**src/rtl/fir_mac_sequencer.sv**
```systemverilog
// Time-multiplexed FIR controller: N-tap delay line, one signed MAC per cycle, scaled result.
// Optional output clamping on accumulator overflow is enabled by defining FIR_SAT_EN.
module fir_mac_sequencer #(
    parameter int N          = 4,
    parameter int DATA_WIDTH = 16,
    parameter int ACC_WIDTH  = 2*DATA_WIDTH + $clog2(N)
) (
    input  logic                         clk_i,
    input  logic                         rst_i,
    input  logic                         valid,
    input  logic signed [DATA_WIDTH-1:0] sample,
    input  logic                         clear_i,
    input  logic [3:0]                   bus_addr_i,
    output logic [3:0]                   coeff_addr_o,
    input  logic signed [DATA_WIDTH-1:0] coeff_data_i,
    output logic [DATA_WIDTH-1:0]        result,
    output logic                         result_valid,
    output logic                         busy_o,
    output logic                         overrun_o,
    output logic                         sat_o
);

    localparam int CNT_W  = $clog2(N + 1);
    localparam int PROD_W = 2*DATA_WIDTH;
    localparam int TOP    = 2*DATA_WIDTH - 2;

    typedef enum logic [1:0] {
        IDLE = 2'd0,
        RUN  = 2'd1,
        DONE = 2'd2
    } state_t;

    state_t                         state_reg;
    logic [CNT_W-1:0]               cnt_reg;
    logic signed [ACC_WIDTH-1:0]    acc_reg;
    logic [DATA_WIDTH-1:0]          result_reg;
    logic                           result_valid_reg;
    logic                           busy_reg;
    logic                           overrun_reg;
    logic                           sat_reg;

    logic                           accept;
    logic signed [DATA_WIDTH-1:0]   tap_in [N];
    logic signed [DATA_WIDTH-1:0]   tap_q  [N];
    logic signed [DATA_WIDTH-1:0]   x_sel;
    logic signed [PROD_W-1:0]       prod;
    logic signed [ACC_WIDTH-1:0]    prod_ext;
    logic [DATA_WIDTH-1:0]          scaled;
    logic [DATA_WIDTH-1:0]          result_next;
    logic                           sat_next;
    logic [ACC_WIDTH-TOP-1:0]       acc_top;
    logic                           unused_acc_lsb;

    // Delay line only moves on an accepted sample; clear and reset flush it.
    assign accept = (state_reg == IDLE) && valid && !clear_i;

    generate
        for (genvar gi = 0; gi < N; gi++) begin : g_tap
            logic signed [DATA_WIDTH-1:0] tap_reg;

            always_ff @(posedge clk_i) begin
                if (rst_i || clear_i) begin
                    tap_reg <= '0;
                end else if (accept) begin
                    tap_reg <= tap_in[gi];
                end
            end

            assign tap_q[gi] = tap_reg;

            if (gi == 0) begin : g_head
                assign tap_in[gi] = sample;
            end else begin : g_link
                assign tap_in[gi] = tap_q[gi-1];
            end
        end
    endgenerate

    // RAM data arriving while cnt==k belongs to tap k-1 (one-cycle read latency).
    always_comb begin
        x_sel = '0;
        for (int k = 0; k < N; k++) begin
            if (cnt_reg == CNT_W'(k + 1)) begin
                x_sel = tap_q[k];
            end
        end
    end

    assign prod     = coeff_data_i * x_sel;
    assign prod_ext = {{(ACC_WIDTH-PROD_W){prod[PROD_W-1]}}, prod};

    assign coeff_addr_o = ((state_reg == RUN) && (cnt_reg < CNT_W'(N)))
                          ? 4'(cnt_reg) : bus_addr_i;

    assign scaled         = acc_reg[TOP:DATA_WIDTH-1];
    assign acc_top        = acc_reg[ACC_WIDTH-1:TOP];
    assign unused_acc_lsb = ^acc_reg[DATA_WIDTH-2:0];

`ifdef FIR_SAT_EN
    logic acc_ovf;

    // In range only when every bit above the result MSB matches it.
    assign acc_ovf = !((&acc_top) || !(|acc_top));

    always_comb begin
        result_next = scaled;
        sat_next    = 1'b0;
        if (acc_ovf) begin
            sat_next    = 1'b1;
            result_next = acc_reg[ACC_WIDTH-1] ? {1'b1, {(DATA_WIDTH-1){1'b0}}}
                                               : {1'b0, {(DATA_WIDTH-1){1'b1}}};
        end
    end
`else
    logic unused_acc_top;

    assign unused_acc_top = ^acc_top[ACC_WIDTH-TOP-1:1];

    always_comb begin
        result_next = scaled;
        sat_next    = 1'b0;
    end
`endif

    always_ff @(posedge clk_i) begin
        if (rst_i) begin
            state_reg        <= IDLE;
            cnt_reg          <= '0;
            acc_reg          <= '0;
            result_reg       <= '0;
            result_valid_reg <= 1'b0;
            busy_reg         <= 1'b0;
            overrun_reg      <= 1'b0;
            sat_reg          <= 1'b0;
        end else begin
            result_valid_reg <= 1'b0;
            overrun_reg      <= 1'b0;
            sat_reg          <= 1'b0;
            if (clear_i) begin
                state_reg <= IDLE;
                cnt_reg   <= '0;
                acc_reg   <= '0;
                busy_reg  <= 1'b0;
            end else begin
                overrun_reg <= valid && (state_reg != IDLE);
                case (state_reg)
                    IDLE: begin
                        if (valid) begin
                            acc_reg   <= '0;
                            cnt_reg   <= '0;
                            state_reg <= RUN;
                            busy_reg  <= 1'b1;
                        end
                    end
                    RUN: begin
                        cnt_reg <= cnt_reg + 1'b1;
                        if (cnt_reg != '0) begin
                            acc_reg <= acc_reg + prod_ext;
                        end
                        if (cnt_reg == CNT_W'(N)) begin
                            state_reg <= DONE;
                        end
                    end
                    DONE: begin
                        result_reg       <= result_next;
                        result_valid_reg <= 1'b1;
                        sat_reg          <= sat_next;
                        state_reg        <= IDLE;
                        busy_reg         <= 1'b0;
                    end
                    default: begin
                        state_reg <= IDLE;
                        busy_reg  <= 1'b0;
                    end
                endcase
            end
        end
    end

    assign result       = result_reg;
    assign result_valid = result_valid_reg;
    assign busy_o       = busy_reg;
    assign overrun_o    = overrun_reg;
    assign sat_o        = sat_reg;

endmodule
```
**config.mk**
```make
export PLATFORM = sky130hd
export DESIGN_NAME = fir_mac_sequencer
export DESIGN_NICKNAME = d
export VERILOG_FILES = /design/src/rtl/fir_mac_sequencer.sv
export SDC_FILE = /design/constraint.sdc
export NUM_CORES = 1
export LEC_CHECK = 0
export BUFFER_PORTS_ARGS = -buffer_cell sky130_fd_sc_hd__buf_2
export CORE_MARGIN = 8
export CORE_UTILIZATION = 44
export CTS_CLUSTER_SIZE = 8
export DETAILED_ROUTE_END_ITERATION = 16
export HOLD_SLACK_MARGIN = 0.1
export SETUP_SLACK_MARGIN = 0.15
export SLEW_MARGIN = 25
export SYNTH_ARGS = -nofsm -noshare
export SYNTH_HDL_FRONTEND = slang
export SYNTH_SLANG_ARGS = --single-unit
```
**constraint.sdc**
```tcl
create_clock -name clk_i -period 8.8 [get_ports clk_i]
set_input_delay 1.76 -clock clk_i [delete_from_list [all_inputs] [get_ports clk_i]]
set_output_delay 1.76 -clock clk_i [all_outputs]
set_load 0.02 [all_outputs]
```
==> qor.yml, run 1 <==
worst_setup_path:
  crit_required_ps: 9090
  timing.critical_path.from: "cnt_reg[2]"
  startpoint_type: "flop"
  critPathArrivalTime_ps: 8380
  reg2reg_from: "cnt_reg[2]"
  critPathKind: "reg2reg"
  end_kind: "flop"
  crit_fanout: 32
routing:
  wirelength_microns: 37600
  routedWlPerCell_microns: 16.5
  drc: 0
  ant_nets: 0
  route.vias.total: 11606
  avgViaCountPerCell: 5.10
  drtPass1Iterations: 5
  initialDrtViolationCount: 669
clocking:
  cts_resized: 0
  htree_levels: 4
  clockBufferDepth: 2
  clock-root-buffer: "clkbuf_16"
  clk_pin_slew_ps: 50
  clkSinkCount: 119
  post_cts_buffers: 0
  cts_buffers: 17
  clk_latency_ps: 420
  cts_hold_buf: 0
  cts_tree: "yes"
finish:
  area_growth_pct: 9.29
  drive_gt1_frac: 0.0736
  final_area_sq_um: 16800
  nets: 2232
  largest_reg_flops: 64
floorplan:
  die_x_microns: 203
  initial_core_util: 0.446
  die-height_microns: 203
  fp.dieArea_sq_um: 41200
  num_io_pins: 64
  fp-row-count: 68
  core_sq_um: 34500
timing:
  skew_ps: 10.0
  timing_hold_violations_final: 0
  finalSetupViolCount: 0
  rsz0062_at_grt: "no"
  tightest_slew_ps: 1070
  slew-limit-headroom: 0.289
  period_needed_ps: 8090
  slew_violations: 0
  fmax_mhz: 124
  finalCritPeriodShare: 0.919
  final.setup.tns_ps: 0
power_and_ir_drop:
  p_leak_nw: 8.06
  peakVddDrop_mv: 0.124
  power.density_nw_per_um2: 86.2
job:
  drv_cap: 0
synthesis:
  syn_inst: 1787
  synthAdderAreaFrac: 0.452
  synth_top_family_by_area: "adder cells"
  synth_xor_area_frac: 0.0228
  ys_seq_area_frac: 0.155
  yosys_warnings: 0
  synthSimpleGateAreaFrac: 0.173
  synth-compound-area-share: 0.0928
  syn_area_sq_um: 15400
  syn_nets: 2212
  syn_area_per_cell_sq_um: 8.61
  ys_seq_elements: 119
  synth_mux_area_frac: 0.00146
  synth.distinct_cells: 52
global_route:
  grt_pass1_wl_microns: 63800
  grt_pass1_vias: 12197
  overflow: 0
  antenna_found_initial: 1
  track_usage: 0.191
  grt_max_degree: 94
outcome:
  status: "finished, final reports clean"
worst_hold_path:
  worstHoldPathType: "reg2reg"
  worstHoldStart: "g_tap[3].tap_reg[10]"
place:
  hpwl_microns: 29200
  place_area_sq_um: 16100
  io_buffers: 62
  place.gp.congestion: 0.923
stage by stage:
step | utilization | power [mW] | instances | setup WS [ps] | hold WS, ps
after CTS | 0.487 | 1.46 | 2275 | 773 | 456
after detailed placement | 0.467 | 0.661 | 2243 | 798 | 446
after floorplan | - | 0.620 | 1787 | 1330 | 436
after global routing | 0.487 | 1.49 | 2275 | 151 | 479
final | 0.487 | 1.45 | 2276 | 711 | 458
after global placement | 0.467 | 0.661 | 2243 | 638 | 443
kinds of logic (layout without fill, tap and decap cells):
kind of cell    Yosys count  count (layout)
flops                   119             119
fa+ha+maj               385             385
buf+inv                 416             449
mux                       2               2
other cells               1               2
simple gates            584             584
compound gates          240             240
xor+xnor                 40              40
critical path, stage by stage, from the launching register on:
cell      delay, ps
dfxtp_1         730
inv_1           320
ha_1            290
buf_4           230
nand2_1          90
o21ai_0         120
a222oi_1        280
buf_4           320
nor2b_1         100
fa_1            520
inv_1            50
fa_1            460
fa_1            510
inv_1            50
fa_1            500
fa_1            490
inv_1            50
fa_1            520
inv_1            60
ha_1            320
a21o_1          190
nand2b_1        160
a2111o_1        380
a31oi_1         470
o21ai_0         180
a31oi_1         280
xor2_1          170
o21ai_0          80
Yosys cell counts, drive strengths merged:
master   number  area share
a2111o        2      0.0015
a211oi        4      0.0020
a21o          9      0.0044
a21oi       129       0.042
a221oi        5      0.0044
a222oi        4      0.0026
a22o          1     0.00057
a22oi        26       0.013
a2bb2oi       1     0.00057
a31oi         5      0.0020
a32o          1     0.00065
and2         55       0.022
and3b         1     0.00057
buf           9      0.0034
clkbuf       74       0.018
conb          1     0.00024
dfxtp       119        0.15
fa          285        0.37
ha          100       0.081
inv         333       0.081
mux2          2      0.0015
nand2       315       0.077
nand2b       22      0.0089
nand3        11      0.0036
nand3b        5      0.0024
nand4         5      0.0020
nand4b        1     0.00057
nor2         73       0.018
nor2b        69       0.028
nor3         13      0.0042
nor3b         1     0.00049
nor4bb        1     0.00065
o2111ai       1     0.00057
o211ai        3      0.0015
o21a          1     0.00049
o21ai        40       0.013
o21bai        2     0.00098
o22a          1     0.00057
o22ai         2     0.00081
o31a          2      0.0011
o41ai         1     0.00057
or2           8      0.0033
or3           4      0.0016
xnor2        25       0.014
xor2         15      0.0085
area by class of cell:
type,count,area [sq um]
Fill cell,3418,17700
Antenna cell,1,2.50
Sequential cell,119,2380
Clock buffer,22,494
Tap cell,455,569
Multi-Input combinational cell,1252,11500
Timing Repair Buffer,84,475
Clock inverter,10,190
Inverter,333,1250
worst paths after layout:
kind / to / slack, ps / depth (start not counted)
worst min register to register: g_tap[3].tap_reg[10] / 460 / 2
worst max register to register: acc_reg[24] / 710 / 27
worst min-delay path: g_tap[3].tap_reg[10] / 460 / 2
worst max-delay path: acc_reg[24] / 710 / 27
layer usage:
layer | up-vias | global-route usage | share of wire
li1 | 5498 | - | -
met1 | 5825 | 0.282 | 0.49
met2 | 246 | 0.293 | 0.45
met3 | 37 | 0.0257 | 0.042
met4 | 0 | 0.0438 | 0.014
met5 | - | 0 | 0
cell usage in the layout, fill, tap and decap left out, types with 4 or more instances in the layout:
cell and instances:
fa_1 285, xor2_1 15, a211oi_1 4, nand4_1 5, and2_1 54, or3_1 4
xnor2_1 25, o21ai_1 10, nor2_1 73, nand2b_1 22, a21o_1 9, nand3b_1 5
a31oi_1 5, clkbuf_8 5, nand2_1 314, inv_1 333, a222oi_1 4, dfxtp_1 119
buf_4 22, clkbuf_16 17, ha_1 100, or2_2 7, bufinv_16 5, nor3_1 12
a22oi_1 26, buf_2 62, nand3_1 11, nor2b_1 68, o21ai_0 29, a21oi_1 128
power breakdown:
group	leakage [nW]	internal, mW	switching (mW)
registers	0.960	0.543	0.00292
logic	6.77	0.0289	0.0753
clock network	0.325	0.541	0.259
(Power assumes the default switching activity.)
==> run 2: changes to the inputs <==
CORE_UTILIZATION = 35   (was 44)
SLEW_MARGIN = unset   (was 25)
==> run 2 against run 1 <==
Against the previous run: first-iteration DRC count grew 15%; largest power group unchanged; die area grew 24%; combinational power is essentially flat; largest cell class unchanged; critical path type unchanged; clock power shrank 18%; core utilization shrank 10 points; hold slack lost 2.9 ps.
==> qor.yml, run 2 (synthesis gave the netlist of run 1 again) <==
floorplan:
  num_io_pins: 64  # unchanged
  core_sq_um: 43800  # was 34500 sq um
  initial_core_util: 0.351  # was 0.446
  die_x_microns: 226  # was 203 microns
  fp.dieArea_sq_um: 50900  # was 41200 sq um
  fp-row-count: 77  # was 68
  die-height_microns: 226  # was 203 microns
power_and_ir_drop:
  power.density_nw_per_um2: 77.2  # was 86.2 nW/um^2
  switching_share: 0.253  # was 0.233
  p_int_mw: 0.972  # was 1.11 mW
  peakVddDrop_mv: 0.130  # was 0.124 mV
  power.switching_mw: 0.329  # was 0.337 mW
  p_leak_nw: 8.01  # was 8.06 nW
  seq_power_share: 0.419  # was 0.376
  clockPowerShare: 0.502  # was 0.552
  p_comb_frac: 0.079  # was 0.072
global_route:
  track_usage: 0.153  # was 0.191
  antenna_found_initial: 2  # was 1
  grt_max_degree: 94  # unchanged
  grt_pass1_wl_microns: 63400  # was 63800 microns
  grt_pass1_vias: 12234  # was 12197
  overflow: 0  # unchanged
worst_setup_path:
  timing.critical_path.from: "cnt_reg[0]"  # was cnt_reg[2]
  critPathArrivalTime_ps: 8330  # was 8380 ps
  reg2reg_depth: 27  # unchanged
  startpoint_type: "flop"  # unchanged
  r2r-end: "acc_reg[24]"  # unchanged
  reg2reg_from: "cnt_reg[0]"  # was cnt_reg[2]
  critPathKind: "reg2reg"  # unchanged
  crit_required_ps: 9090  # about the same
  crit_fanout: 25  # was 32
  end_kind: "flop"  # unchanged
  reg2reg_slack_ps: 750  # was 710 ps
clocking:
  clock-root-buffer: "clkbuf_16"  # unchanged
  clockBufferDepth: 2  # unchanged
  clk_pin_slew_ps: 60  # was 50 ps
  post_cts_buffers: 0  # unchanged
  clk_latency_ps: 420  # about the same
  clkSinkCount: 119  # unchanged
  cts_buffers: 17  # unchanged
  cts_tree: "yes"  # unchanged
  htree_levels: 4  # unchanged
timing:
  fmax_mhz: 124  # about the same
  final.setup.tns_ps: 0  # unchanged
  skew_ps: 9.29  # was 10.0 ps
  hold_ws_ps: 455  # was 458 ps
  slew_violations: 0  # unchanged
  period_needed_ps: 8050  # was 8090 ps
  tightest_slew_ps: 1110  # was 1070 ps
  finalCritPeriodShare: 0.914  # was 0.919
  finalSetupViolCount: 0  # unchanged
  rsz0062_at_grt: "no"  # unchanged
  timing_hold_violations_final: 0  # unchanged
  slew-limit-headroom: 0.259  # was 0.289
finish:
  largest_reg_flops: 64  # unchanged
  nets: 2232  # unchanged
  area_growth_pct: 9.55  # was 9.29%
  final_area_sq_um: 16900  # was 16800 sq um
  layout_common_cells: "inv_1, nand2_1, fa_1, a21oi_1, dfxtp_1"  # unchanged
  fillers: 4450  # was 3418
  fin_util: 0.385  # was 0.487
  insertedDiodeCount: 0  # was 1
  mostFrequentLayoutCell: "inv_1"  # unchanged
  drive_gt1_frac: 0.0720  # was 0.0736
place:
  io_buffers: 62  # unchanged
  place.gp.congestion: 0.894  # was 0.923
  hpwl_microns: 29600  # was 29200 microns
  place_area_sq_um: 16300  # was 16100 sq um
routing:
  drc: 0  # unchanged
  routedWlPerCell_microns: 15.5  # was 16.5 microns
  initialDrtViolationCount: 770  # was 669
  wirelength_microns: 37300  # was 37600 microns
  avgViaCountPerCell: 4.79  # was 5.10
  drtPass1Iterations: 5  # unchanged
  route.vias.total: 11545  # was 11606
  ant_nets: 0  # unchanged
worst_hold_path:
  holdPathEnd: "g_tap[3].tap_reg[8]"  # was g_tap[3].tap_reg[10]
  whs_path_depth: 2  # unchanged
  worstHoldStart: "g_tap[3].tap_reg[8]"  # was g_tap[3].tap_reg[10]
  worstHoldPathType: "reg2reg"  # unchanged
job:
  drv_cap: 0  # unchanged
outcome:
  status: "finished, final reports clean"  # unchanged
[run 2: how the worst max path moves through the flow]
| stage | end | slack (ps) |
|---|---|---|
| 5_1_grt | acc_reg[24] | 170 |
| 6_report | acc_reg[24] | 750 |
| 4_1_cts | acc_reg[24] | 620 |
| 3_5_place_dp | acc_reg[24] | 700 |
| 2_1_floorplan | acc_reg[30] | 1330 |
| 3_3_place_gp | acc_reg[24] | 670 |
[run 2: what timing repair did]
| item | CTS | global route |
|---|---|---|
| hold buffers | 0 | 0 |
| endpoints found under the setup margin | 0 | 1 |
| hold endpoints to repair | 0 | 0 |
| resized for setup | 0 | 1 |
[run 2: per-layer routing]
| layer | track usage | wire, microns |
|---|---|---|
| met1 | 0.213 | 17500 |
| met2 | 0.250 | 17500 |
| met3 | 0.0210 | 1530 |
| met4 | 0.0377 | 704 |
| met5 | 0 | 0 |
[run 2: metrics by stage]
| stage | worst slack, ps | cells | total power [mW] |
|---|---|---|---|
| floorplan | 1330 | 1787 | 0.620 |
| global placement | 675 | 2380 | 0.659 |
| detailed placement | 696 | 2380 | 0.660 |
| CTS | 624 | 2412 | 1.31 |
| global route | 169 | 2412 | 1.35 |
| finish | 753 | 2412 | 1.30 |
[run 2: worst max-delay path, cell delays in order, from the launching register on]
cell and delay, ps:
dfxtp_1 330, inv_1 120, ha_1 700, nor2_1 110, a21oi_1 200, o21ai_0 100, a222oi_1 480, buf_12 230
nor2b_1 80, fa_1 540, inv_1 50, fa_1 460, fa_1 520, inv_1 60, fa_1 530, fa_1 530
inv_1 50, fa_1 480, inv_1 50, ha_1 360, a21oi_1 230, o22ai_1 170, a2111o_1 350, a31oi_1 390
o21ai_0 160, a31oi_1 240, xor2_1 270, o21ai_0 120
[run 2: power groups by stage]
stage / sequential [mW] / clock (mW) / combinational, mW
final: 0.546 / 0.654 / 0.102
after global routing: 0.546 / 0.688 / 0.113
after CTS: 0.546 / 0.662 / 0.104
after detailed placement: 0.557 / 0 / 0.103
after global placement: 0.557 / 0 / 0.102
after floorplan: 0.557 / 0 / 0.0632
[run 2: final cells by class]
| class | instances | area (sq um) | area share |
|---|---|---|---|
| clock buffer | 20 | 457 | 0.0271 |
| tap | 592 | 741 | 0.0439 |
| timing repair buffer | 84 | 488 | 0.0289 |
| inverter | 333 | 1250 | 0.0741 |
| sequential | 119 | 2380 | 0.141 |
| multi-input combinational | 1252 | 11400 | 0.678 |
| clock inverter | 12 | 104 | 0.00616 |
==> run 3: changes to the inputs <==
ABC_AREA = 1   (was unset)
BUFFER_PORTS_ARGS = unset   (was -buffer_cell sky130_fd_sc_hd__buf_2)
DONT_BUFFER_PORTS = 1   (was unset)
==> run 3 against run 2 <==
Against the previous run: clock skew up 2.9 ps; first-iteration DRC count decreased by 0.65%; die area grew 1.4%; sequential power is 3% higher; combinational power up 9%; core utilization is 0.50 points lower; sequential share of layout area grew 0.083 points; largest cell class unchanged.
==> qor.yml, run 3 <==
synthesis:
  synth_edf_count: 0  # unchanged
  ys_seq_elements: 119  # unchanged
  syn_inst: 1940  # was 1787
  synth_top_area_share: 0.365  # was 0.371
  synthSimpleGateAreaFrac: 0.161  # was 0.173
  yosysTopAreaCell: "fa_1"  # unchanged
  yosys_warnings: 0  # unchanged
  syn_nets: 2365  # was 2212
  synthTopCellsByArea: "fa_1, dfxtp_1, inv_1"  # was fa_1, dfxtp_1, ha_1
  ys.flop_type: "dfxtp_1"  # unchanged
  yosysMostFrequentCell: "inv_1"  # unchanged
  synth_mux_area_frac: 0  # was 0.00146
  synthAdderAreaFrac: 0.445  # was 0.452
  synthArstFlopShare: 0  # unchanged
  syn_area_per_cell_sq_um: 8.05  # was 8.61 sq um
  synth-compound-area-share: 0.110  # was 0.0928
  synth_xor_area_frac: 0.00224  # was 0.0228
  syn_area_sq_um: 15600  # was 15400 sq um
  ys_top_cells_by_count: "inv_1, nand2_1, fa_1, nor2_1, o21ai_0"  # was inv_1, nand2_1, fa_1, a21oi_1, dfxtp_1
  synth_top_family_by_area: "adder cells"  # unchanged
  synth.distinct_cells: 47  # was 52
  ys_seq_area_frac: 0.152  # was 0.155
finish:
  insertedDiodeCount: 0  # unchanged
  area_growth_pct: 7.23  # was 9.55%
  drive_gt1_frac: 0.0523  # was 0.0720
  final_area_sq_um: 16800  # was 16900 sq um
  instances_no_fill: 2504  # was 2412
  layout_common_cells: "inv_1, nand2_1, fa_1, nor2_1, o21ai_0"  # was inv_1, nand2_1, fa_1, a21oi_1, dfxtp_1
  largest_reg_flops: 64  # unchanged
  mostFrequentLayoutCell: "inv_1"  # unchanged
  nets: 2327  # was 2232
  fin_util: 0.380  # was 0.385
floorplan:
  die_x_microns: 227  # was 226 microns
  num_io_pins: 64  # unchanged
  initial_core_util: 0.354  # was 0.351
  fp-row-count: 77  # unchanged
  core_sq_um: 44100  # was 43800 sq um
  die-height_microns: 227  # was 226 microns
  fp.dieArea_sq_um: 51700  # was 50900 sq um
routing:
  ant_nets: 0  # unchanged
  routedWlPerCell_microns: 17.6  # was 15.5 microns
  wirelength_microns: 44100  # was 37300 microns
  route.vias.total: 12221  # was 11545
  initialDrtViolationCount: 765  # was 770
  avgViaCountPerCell: 4.88  # was 4.79
  drtPass1Iterations: 5  # unchanged
  drc: 0  # unchanged
timing:
  skew_ps: 12.2  # was 9.29 ps
  tightest_slew_ps: 1040  # was 1110 ps
  period_needed_ps: 8090  # was 8050 ps
  rsz0062_at_grt: "no"  # unchanged
  fmax_mhz: 124  # about the same
  final.setup.tns_ps: 0  # unchanged
  slew_violations: 0  # unchanged
  fin_ws_ps: 708  # was 753 ps
  finalCritPeriodShare: 0.920  # was 0.914
  hold_ws_ps: 458  # was 455 ps
  timing_hold_violations_final: 0  # unchanged
  slew-limit-headroom: 0.303  # was 0.259
  finalSetupViolCount: 0  # unchanged
power_and_ir_drop:
  finalPower_mw: 1.34  # was 1.30 mW
  peakVddDrop_mv: 0.156  # was 0.130 mV
  p_leak_nw: 8.37  # was 8.01 nW
  power.density_nw_per_um2: 80.1  # was 77.2 nW/um^2
global_route:
  grt_pass1_wl_microns: 72500  # was 63400 microns
  grt_pass1_vias: 13009  # was 12234
  antenna_found_initial: 0  # was 2
  grt_max_degree: 68  # was 94
  overflow: 0  # unchanged
  track_usage: 0.179  # was 0.153
worst_setup_path:
  critPathMaxStageDelay_ps: 540  # was 700 ps
  end_kind: "flop"  # unchanged
  worst_path_most_repeated_cell: "inv_1"  # was fa_1
  crit_fanout: 15  # was 25
  crit_required_ps: 9080  # was 9090 ps
  critPathKind: "reg2reg"  # unchanged
  startpoint_type: "flop"  # unchanged
  crit_slowest_cell: "fa_1"  # was ha_1
  critPathArrivalTime_ps: 8370  # was 8330 ps
place:
  dp_worst_setup_slack_ps: 335  # was 696 ps
  place_area_sq_um: 16100  # was 16300 sq um
  dp_cells: 2470  # was 2380
  place.gp.congestion: 0.957  # was 0.894
  io_buffers: 0  # was 62
  hpwl_microns: 36800  # was 29600 microns
clocking:
  htree_levels: 4  # unchanged
  cts_tree: "yes"  # unchanged
  clockBufferDepth: 2  # unchanged
  clock-root-buffer: "clkbuf_16"  # unchanged
  clk_pin_slew_ps: 60  # about the same
  clk_latency_ps: 420  # about the same
  clkSinkCount: 119  # unchanged
  cts_buffers: 17  # unchanged
  cts_hold_buf: 0  # unchanged
worst_hold_path:
  worstHoldPathType: "reg2reg"  # unchanged
job:
  drv_cap: 0  # unchanged
outcome:
  status: "finished, final reports clean"  # unchanged
[run 3: layout make-up]
class	instances	area (sq um)
sequential	119	2380
clock inverter	8	100
clock buffer	21	470
tap	592	741
timing repair buffer	19	155
multi-input combinational	1305	11200
fill	4624	27400
inverter	440	1660
[run 3: path summary, 6_finish.rpt]
check	start	to	slack (ps)	cells past startpoint
hold / removal	g_tap[3].tap_reg[3]	g_tap[3].tap_reg[3]	460	2
setup reg to reg	cnt_reg[0]	acc_reg[22]	710	32
hold reg to reg	g_tap[3].tap_reg[3]	g_tap[3].tap_reg[3]	460	2
setup / recovery	cnt_reg[0]	acc_reg[22]	710	32
[run 3: critical path, delay by kind of cell, from the launching register on]
family / cells / cell delay [ps]
AOI/OAI and AO/OA: 8 / 1700
adders and majority gates: 8 / 3800
and+or+nand+nor: 7 / 1150
DFF: 1 / 320
buffers and inverters: 9 / 1000
[run 3: kinds of logic after synthesis]
kind of cell             Yosys count
flip-flops                       119
XOR/XNOR                           4
AND/OR/NAND/NOR                  607
AO/OA/AOI/OAI                    308
buffers and inverters            516
adder cells (fa/ha/maj)          385
other                              1
[run 3: routing by layer]
layer	vias to the layer above	track usage	share of wire
met5	-	0	0
met4	0	0.0582	0.025
met3	63	0.0298	0.050
met2	290	0.285	0.45
met1	6047	0.247	0.47
li1	5821	-	-
[run 3: power breakdown]
part | switching [mW] | internal (mW) | leakage (nW)
Sequential | 0.00768 | 0.552 | 0.966
Combinational | 0.0826 | 0.0285 | 7.12
Clock | 0.239 | 0.433 | 0.281
[run 3: repair_timing]
item	in CTS	in global routing
setup endpoints to repair	0	5
setup buffers	0	5
gates resized for setup	0	4
